$ cat config.mk
export PLATFORM = sky130hd
export DESIGN_NAME = instr_fetch_unit
export DESIGN_NICKNAME = d
export VERILOG_FILES = /design/src/rtl/cpu_pkg.sv /design/src/rtl/instr_fetch_unit.sv
export SDC_FILE = /design/constraint.sdc
export NUM_CORES = 1
export LEC_CHECK = 0
export CAP_MARGIN = 0
export CORE_UTILIZATION = 43
export CTS_CLUSTER_DIAMETER = 60
export DETAILED_ROUTE_END_ITERATION = 16
export HOLD_SLACK_MARGIN = 0.08
export PLACE_DENSITY_LB_ADDON = 0.3
export SYNTH_ARGS = -nofsm -noshare
export SYNTH_HDL_FRONTEND = slang
export SYNTH_SLANG_ARGS = --single-unit
$ cat constraint.sdc
create_clock -name clk -period 1.7 [get_ports clk]
set_input_delay 0.34 -clock clk [delete_from_list [all_inputs] [get_ports clk]]
set_output_delay 0.34 -clock clk [all_outputs]
set_load 0.02 [all_outputs]
$ cat src/rtl/cpu_pkg.sv
// cpu_pkg: shared widths, fetch FSM states and latency-counter sizing for the CPU front end
package cpu_pkg;

    localparam int DEF_ADDR_W  = 16;
    localparam int DEF_DATA_W  = 16;
    localparam int MAX_MEM_LAT = 3;
    localparam int LAT_W       = $clog2(MAX_MEM_LAT + 1);

    typedef enum logic [1:0] {
        IDLE,
        ISSUE,
        WAIT,
        HOLD
    } fetch_state_t;

endpackage

$ cat src/rtl/instr_fetch_unit.sv
// instr_fetch_unit: multicycle fetch stage that reads memory at pc and hands the word to decode via valid/ready
module instr_fetch_unit
    import cpu_pkg::*;
#(
    parameter int ADDR_W  = DEF_ADDR_W,
    parameter int DATA_W  = DEF_DATA_W,
    parameter int MEM_LAT = 1
) (
    input  logic              clk,
    input  logic              rst,
    input  logic              fetch_en,
    input  logic [ADDR_W-1:0] pc,
    output logic              pc_en,
    output logic              mem_rd_en,
    output logic [ADDR_W-1:0] mem_rd_addr,
    input  logic [DATA_W-1:0] mem_rd_data,
    input  logic              flush,
    output logic [DATA_W-1:0] ir,
    output logic [ADDR_W-1:0] ir_pc,
    output logic              ir_valid,
    input  logic              ir_ready
);

    fetch_state_t      state;
    logic [LAT_W-1:0]  lat;
    logic [ADDR_W-1:0] pc_q;

    // pc_q doubles as the last issued address, so the read address stays put outside ISSUE
    assign pc_en       = ir_valid & ir_ready & ~flush & ~rst;
    assign mem_rd_en   = state == ISSUE;
    assign mem_rd_addr = mem_rd_en ? pc : pc_q;

    // fetch FSM: issue, count down the memory latency, capture into ir, hold until decode accepts
    always_ff @(posedge clk) begin
        if (rst) begin
            state    <= IDLE;
            lat      <= '0;
            pc_q     <= '0;
            ir       <= '0;
            ir_pc    <= '0;
            ir_valid <= 1'b0;
        end else if (flush) begin
            state    <= IDLE;
            ir_valid <= 1'b0;
        end else begin
            case (state)
                IDLE: state <= fetch_en ? ISSUE : IDLE;
                ISSUE: begin
                    pc_q  <= pc;
                    lat   <= LAT_W'(MEM_LAT);
                    state <= WAIT;
                end
                WAIT: begin
                    if (lat == LAT_W'(1)) begin
                        ir       <= mem_rd_data;
                        ir_pc    <= pc_q;
                        ir_valid <= 1'b1;
                        lat      <= '0;
                        state    <= HOLD;
                    end else begin
                        lat <= lat - LAT_W'(1);
                    end
                end
                HOLD: begin
                    if (ir_ready) begin
                        ir_valid <= 1'b0;
                        state    <= fetch_en ? ISSUE : IDLE;
                    end
                end
                default: state <= IDLE;
            endcase
        end
    end

endmodule

# Word level (Yosys, flattened, before mapping)
# Index checks and enable logic that the tools add are counted.
totals:
  ff_bits: 53
  inputBits: 37
  wordCells: 36
op_classes:
  bitwise_logic: 5
  n_eq_ne: 6
  n_reduce_logical: 8
  n_addsub: 1
  n_mux: 10
ops:
  columns: ["operator", "n"]
  rows:
  - ["two-way mux 16 bit", 1]
  - ["one-hot mux 2 bit (4 select lines)", 1]
  - ["two-way mux 2 bit", 3]
  - ["AND reduction 3 bit", 2]
  - ["equality test 2 x 1 -> 1 bit, second input constant", 2]
  - ["equality test 2 bit, second input constant", 2]
  - ["!= test 2 bit, second input constant", 2]
  - ["one-hot mux 2 bit (2 select lines)", 1]
  - ["AND reduction 2 bit", 2]
  - ["nonzero test 2 bit", 2]
  - ["AND 1 bit", 3]
  - ["two-way mux 1 bit", 3]
  - ["logical NOT 2 bit", 1]
  - ["inverter 1 bit", 2]
  - ["one-hot mux 1 bit (2 select lines)", 1]
  - ["OR reduction 2 bit", 1]
  - ["subtractor 2 x 1 -> 2 bit, second input constant", 1]

# Depth between registers and ports, before layout
# Gate-level depths: netlist (run 1).
logic_depth:
  depth_word: 3
  mapped_depth: 7
  depth_no_buf: 5

# Worst setup path before layout (run 1)
# OpenSTA, ideal clock, no wires.
synth_timing:
  path_type: "register to output"
  startpoint: "register state[1]"
  endpoint: "output mem_rd_addr[0]"
  path_stages_with_launch: 6
  path_buffers: 2
  arrival_time_ns: 1.329
  slack_ns: 0.031
  path_cell_list: "dfxtp_1 -> inv_1 -> ha_1 -> buf_6 -> buf_6 -> mux2_4"
synth_via:
  elab_chain_len: 2
synth_lines:
  columns: ["element", "line_no", "source"]
  rows:
  - ["start, declared", "instr_fetch_unit.sv:24", "fetch_state_t state;"]
  - ["start signal, assigned", "instr_fetch_unit.sv:47", "IDLE: state <= fetch_en ? ISSUE : IDLE;"]
  - ["start signal, assigned", "instr_fetch_unit.sv:67", "state <= fetch_en ? ISSUE : IDLE;"]
  - ["equality test 2 x 1 -> 1 bit", "instr_fetch_unit.sv:30", "assign mem_rd_en = state == ISSUE;"]
  - ["named net mem_rd_en", "instr_fetch_unit.sv:14", "output logic mem_rd_en,"]
  - ["two-way mux 16 bit", null, null]
  - ["end, declared", "instr_fetch_unit.sv:15", "output logic [ADDR_W-1:0] mem_rd_addr,"]
# The timed path passes the listed nets, and every way through them passes these cells.

# Final worst setup path (run 1)
layout_timing:
  startpoint: "register state[1]"
  endpoint: "output mem_rd_addr[4]"
layout_via:
  elab_chain_len: 2
layout_lines:
  columns: ["element", "line_no"]
  rows:
  - ["equality test 2 x 1 -> 1 bit", "instr_fetch_unit.sv:30"]
  - ["two-way mux 16 bit", null]
# Every way passes these cells.

==> results by group, run 1 <==
Detailed routing
  – Routed wire per std cell: 13.08 um
  – Total Wirelength: 5309 um
  – DR vias/cell: 4.800
  – Residual DRC count: 0
  – Routed vias: 1949
  – DRT antenna net count: 0
  – Iter 0 DRT Violations: 48
  – DR pass1 iterations: 4

Global routing
  – GRT met3 Usage: 0.07270
  – Initial antenna violation count: 0
  – Routing usage on met1: 0.2407
  – GR Util All Layers: 0.2060
  – M2 GR Usage: 0.3527
  – Gr ovfl total: 0
  – Largest net degree at the start of global routing: 52
  – Vias in the first global route: 1844
  – Global-route wire length before repair: 8583 um
  – Busiest grt layer: met2

Logic synthesis
  – Synth area leader: dfxtp_1
  – Synth Area in XOR/XNOR: 0
  – Ranking of synthesized cells by area: dfxtp_1 (48%), nand2_1 (11%), a21oi_1 (8.1%)
  – Yosys cell types: 24
  – Yosys reg bits: 53
  – Netlist Area Pre-Place: 2221 um^2
  – Compound-Gate Fraction of Synth Area: 0.1003
  – Post-Syn Nets: 289
  – Top-area cell type share of the netlist area: 0.4777
  – Synth Area in Adders: 0.02817
  – Largest family of logic cells by synthesized area: multiplexers
  – Post-synthesis simple-gate area fraction: 0.1701
  – Seq/Total Area, Yosys: 0.4777
  – Mean Syn Cell Area: 8.991 um^2
  – Synth warn: 0
  – Mux contribution to synthesized area: 0.1746
  – Gate Count Post-Synth: 247

Clock tree
  – Root Buffer: clkbuf_8
  – Num CTS Buffers: 5
  – H-tree Lvls: 2
  – Clock Sink Count: 53
  – Clock-pin slew on the worst setup and hold paths: 0.09 ns
  – Hold_buf cts: 0
  – Clock buffer depth: 2
  – Clk_lat worst skew: 0.30 ns
  – CTS tree: built

Setup path
  – Slowest CP cell: dfxtp_2
  – Crit end category: output pin
  – Crit Path Class: reg -> out
  – Most used cell, CP: buf_6
  – Slowest stage delay, CP: 0.33 ns
  – Cells on worst reg2reg path: 7
  – CP arrival: 1.47 ns
  – Critical path required time: 1.36 ns
  – Cell family with most CP delay: buffers and inverters
  – Setup crit start kind: register
  – Number of buffers and inverters on the critical path: 3
  – Worst path depth: 5
  – CP Max Fanout: 5
  – Worst-path cell chain: inv_2 > ha_4 > buf_6 > mux2_4 > buf_6

Pwr
  – P per Cell Area: 683.4 nW/um^2
  – Switching pwr: 0.5569 mW
  – Leakage Power: 1.316 nW
  – VDD IR max: 0.5562 mV
  – Combinational fraction of design power: 0.150
  – Sequential power share: 0.550
  – P_int: 1.746 mW
  – Clock share of power: 0.300
  – Sw Share: 0.2419
  – Tot Pwr: 2.303 mW

Timing
  – Period utilization: 1.067
  – Final setup violation count: 16
  – Worst-case clock skew: 0.007356 ns
  – Setup TNS: -1.610 ns
  – Hold Fails Final Rpt: 0
  – Tmin final: 1.813 ns
  – Worst-Margin Slew: 0.5397 ns
  – Post-route worst setup slack: -0.1133 ns
  – Slew Limit Fails: 0
  – Max frequency: 551.5 MHz
  – RSZ-0062 raised after global routing: true
  – Slew Limit Headroom: 0.6402

Placed design
  – Hpwl dp: 3431 um
  – PortBufs: 87
  – Final GP Congestion: 0.7353
  – Placed cell area: 3181 um^2
  – Worst setup slack after placement: -0.3054 ns

Finish
  – Commonest non-fill, non-tap cell in the layout: clkdlybuf4s50_1
  – Layout cells sized above 1: 0.1858
  – Most frequent cells in the layout: clkdlybuf4s50_1 (67), nand2_1 (64), dfxtp_1 (51)
  – Post-Layout Inst Area: 3369 um^2
  – Antenna fix cells: 0
  – Layout Nets: 380
  – Area growth syn-to-layout: 51.72%

Floorplan
  – Std cell rows: 25
  – Starting density of the core: 0.4581
  – Die Span Y: 73.87 um
  – Die area: 5456 um^2
  – Chip width: 73.87 um
  – Boundary pin count: 88
  – Core Region: 4848 um^2

Run status
  – Status: finished, violations left
  – Failing checks: negative setup slack

Worst hold path
  – Worst hold path class: in -> reg
  – Hold Path Depth: 3

Flow run
  – Max-cap violations: 0
## tightest hold or removal path, cell delays in order
cell and delay (ns):
buf_2 0.10, nor2_2 0.04, o21a_1 0.10
## flip-flops by register name, indices dropped and copies added, names as in the netlist
name	count
pc_q	16
ir_valid	1
ir_pc	16
lat	2
ir	16
state	2
## area by class of cell
class	instances	area, um^2
sequential	53	1064
multi-input combinational	174	1089
clock buffer	5	68.82
fill	405	1479
timing repair buffer	101	1036
tap	67	83.83
inverter	3	11.26
clock inverter	3	17.52
## kinds of logic after synthesis
group / Yosys count
AND/OR/NAND/NOR: 94
adder cells (fa/ha/maj): 5
buffers and inverters: 20
AO/OA/AOI/OAI: 42
flip-flops: 53
multiplexers: 33
## synth_stat cells (all sizes together)
cell type and count:
a21boi 1, a21oi 36, a311oi 2, and3 1, and3b 1, buf 11, clkbuf 6, dfxtp 53
ha 5, inv 3, mux2 16, mux2i 17, nand2 64, nand2b 3, nand3 1, nand3b 1
nor2 20, nor3 2, o21a 1, o21ai 2, or2 1
## worst paths after layout
kind	start	end	slack (ns)
max reg2reg	state[0]$_SDFFE_PP0P_	ir[12]$_SDFFE_PP0P_	0.23
min reg2reg	ir_pc[14]$_SDFFE_PP0P_	ir_pc[14]$_SDFFE_PP0P_	0.46
min	rst	ir_valid$_SDFFE_PP0P_	0.31
max	state[1]$_SDFFE_PP0P_	mem_rd_addr[4]	-0.11
## power by group through the flow
stage	Clock [mW]	Sequential, mW	Combinational [mW]
floorplan	0	1.29	0.157
global placement	0	1.29	0.310
detailed placement	0	1.29	0.312
CTS	0.712	1.27	0.346
global route	0.756	1.27	0.370
finish	0.690	1.27	0.346
## metal layers
| layer | share of wire | up-vias |
|---|---|---|
| met5 | 0 | - |
| met4 | 0.011 | 0 |
| met3 | 0.078 | 6 |
| met2 | 0.47 | 58 |
| met1 | 0.44 | 894 |
| li1 | - | 991 |
## metrics by stage
step	cells	util	hold WS (ns)
6_report	406	0.6950	0.3098
3_5_place_dp	395	0.6560	0.4462
3_3_place_gp	395	0.6560	0.4410
2_1_floorplan	247	-	0.4421
4_1_cts	406	0.6945	0.3030
5_1_grt	406	0.6950	0.3252
## what timing repair did
action                                  in CTS  in global routing
gates cloned                                 1                  0
endpoints found under the setup margin      18                 18
pin swaps                                    1                  0
gates resized for setup                    116                  4
buffers inserted                             2                  0
No activity file was read; power rests on OpenSTA's default activity.
==> inputs of run 2 (changes only) <==
Settings changed: GPL_TIMING_DRIVEN from default to 0.
==> results by group, run 2 (same netlist as run 1, synthesis figures left out) <==
Clock tree
  – Clock buffer depth: 2 (unchanged)
  – Root Buffer: clkbuf_8
  – H-tree Lvls: 2 (unchanged)
  – CTS tree: built
  – Clock Sink Count: 53 (unchanged)
  – Num CTS Buffers: 5 (unchanged)
  – Clk_lat worst skew: 0.30 ns (about the same)
  – Clock-pin slew on the worst setup and hold paths: 0.09 ns (about the same)

Finish
  – Layout cells sized above 1: 0.1792 (-0.006650)
  – Final Non-Filler Cells: 413 (+1.7%)
  – Area growth syn-to-layout: 49.75%
  – Commonest non-fill, non-tap cell in the layout: clkdlybuf4s50_1
  – Most frequent cells in the layout: clkdlybuf4s50_1 (67), nand2_1 (64), dfxtp_1 (51)
  – Post-Layout Inst Area: 3326 um^2 (-1.3%)
  – Layout Nets: 389 (+2.4%)
  – Largest regs: ir: 16 flops, ir_pc: 16 flops, pc_q: 16 flops
  – Antenna fix cells: 0 (unchanged)
  – # fillers: 405 (unchanged)

Pwr
  – P per Cell Area: 679.6 nW/um^2 (-0.56%)
  – Leakage Power: 1.300 nW (-1.2%)
  – VDD IR max: 0.5362 mV (-3.6%)

Placed design
  – Worst setup slack after placement: -0.6288 ns (-0.3234 ns)
  – PortBufs: 86 (-1.1%)
  – Hpwl dp: 3824 um (+11%)
  – Placed cell area: 3166 um^2 (-0.47%)
  – Final GP Congestion: 0.7616 (+3.6%)
  – Dpl cells: 400 (+1.3%)

Timing
  – Max frequency: 524.6 MHz (-4.9%)
  – Worst-Margin Slew: 0.4864 ns (-0.05333 ns)
  – Period utilization: 1.121 (+0.05453)
  – Final setup violation count: 16 (unchanged)
  – Post-route worst setup slack: -0.2060 ns (-0.09270 ns)
  – Tmin final: 1.906 ns (+0.09270 ns)
  – Slew Limit Headroom: 0.6757 (+0.03555)
  – RSZ-0062 raised after global routing: true
  – Slew Limit Fails: 0 (unchanged)
  – Hold Fails Final Rpt: 0 (unchanged)
  – Worst-case clock skew: 0.004880 ns (-0.002475 ns)

Setup path
  – Slowest stage delay, CP: 0.34 ns (about the same)
  – CP arrival: 1.57 ns (+0.10 ns)
  – Worst-path cell chain: inv_2 > ha_4 > buf_12 > buf_12 > mux2_4 > buf_6
  – Slowest CP cell: dfxtp_2
  – CP Max Fanout: 5 (unchanged)
  – Crit Path Class: reg -> out
  – Crit end category: output pin
  – Setup crit start kind: register
  – Critical path required time: 1.36 ns (about the same)
  – Most used cell, CP: buf_12
  – Number of buffers and inverters on the critical path: 4 (+1)
  – Cell family with most CP delay: buffers and inverters

Detailed routing
  – Routed vias: 1990 (+2.1%)
  – DRT antenna net count: 0 (unchanged)
  – Iter 0 DRT Violations: 65 (+35%)
  – Total Wirelength: 5483 um (+3.3%)
  – Routed wire per std cell: 13.28 um (+1.5%)
  – DR pass1 iterations: 4 (unchanged)
  – Residual DRC count: 0 (unchanged)
  – DR vias/cell: 4.818 (+0.37%)

Flow run
  – Max-cap violations: 0 (unchanged)

Floorplan
  – Die area: 5456 um^2 (unchanged)
  – Starting density of the core: 0.4581 (unchanged)
  – Boundary pin count: 88 (unchanged)
  – Std cell rows: 25 (unchanged)
  – Chip width: 73.87 um (unchanged)
  – Core Region: 4848 um^2 (unchanged)
  – Die Span Y: 73.87 um (unchanged)

Global routing
  – Largest net degree at the start of global routing: 15 (-71%)
  – Vias in the first global route: 1785 (-3.2%)
  – Initial antenna violation count: 0 (unchanged)
  – Gr ovfl total: 0 (unchanged)
  – GR Util All Layers: 0.2073 (+0.001286)
  – Global-route wire length before repair: 8431 um (-1.8%)

Run status
  – Status: finished, violations left
  – Failing checks: negative setup slack

Worst hold path
  – Worst hold path class: reg -> reg
-- run 2: cell types whose count changed in the layout (fill, tap and decap cells not counted) --
cell	delta
dlygate4sd2_1	+2
mux2_4	-6
nor2_2	-1
dlymetal6s2s_1	-1
buf_2	+9
clkinv_2	-1
clkbuf_1	+6
clkinvlp_4	-1
buf_6	-7
nor2_1	+1
mux2_2	+6
-- run 2: stage by stage --
| stage | TNS, ns | total power, mW | utilization | hold WS (ns) |
|---|---|---|---|---|
| 6_report | -2.648 | 2.260 | 0.6859 | 0.4563 |
| 5_1_grt | -3.475 | 2.359 | 0.6859 | 0.4764 |
| 4_1_cts | -2.918 | 2.273 | 0.6826 | 0.4579 |
| 3_5_place_dp | -6.836 | 1.604 | 0.6529 | 0.4456 |
| 3_3_place_gp | -6.705 | 1.601 | 0.6529 | 0.4412 |
| 2_1_floorplan | 0 | 1.451 | - | 0.4421 |
-- run 2: layout make-up --
type | instances | area, um^2 | share of cell area
buffer | 16 | 101.3 | 0.03047
multi-input combinational | 174 | 1064 | 0.3198
sequential | 53 | 1064 | 0.3198
clock inverter | 1 | 5.005 | 0.001505
tap | 67 | 83.83 | 0.02521
clock buffer | 5 | 68.82 | 0.02069
inverter | 3 | 11.26 | 0.003386
timing repair buffer | 94 | 928.4 | 0.2792
-- run 2: timing repair --
item                       CTS  global route
resized for setup          101             2
setup endpoints to repair   18            17
hold buffers                 0             0
gates cloned                 1             0
setup buffers                3             4
-- run 2: tightest hold or removal path, cell delays in order, from the launching register on --
cell     delay [ns]
dfxtp_1        0.32
nand2_1        0.05
a21oi_1        0.05
-- run 2: final timing paths --
check | start | end | slack [ns] | cells past startpoint
hold reg to reg | ir_pc[14]$_SDFFE_PP0P_ | ir_pc[14]$_SDFFE_PP0P_ | 0.46 | 2
hold / removal | ir_pc[14]$_SDFFE_PP0P_ | ir_pc[14]$_SDFFE_PP0P_ | 0.46 | 2
setup reg to reg | state[1]$_SDFFE_PP0P_ | pc_q[0]$_SDFFE_PP0N_ | 0.13 | 8
setup / recovery | state[1]$_SDFFE_PP0P_ | mem_rd_addr[3] | -0.21 | 6
-- run 2: per-layer routing --
metal,up-vias,track usage,part of all wire
li1,1018,-,-
met5,-,0,0
met2,67,0.3558,0.49
met4,0,0.07051,0.011
met3,5,0.05898,0.065
met1,900,0.2472,0.44
-- run 2: power by group --
group / switching [mW] / internal [mW] / total (mW) / leakage, nW
Clock: 0.383 / 0.272 / 0.655 / 0.0399
Sequential: 0.0111 / 1.26 / 1.27 / 0.428
Combinational: 0.144 / 0.195 / 0.338 / 0.832
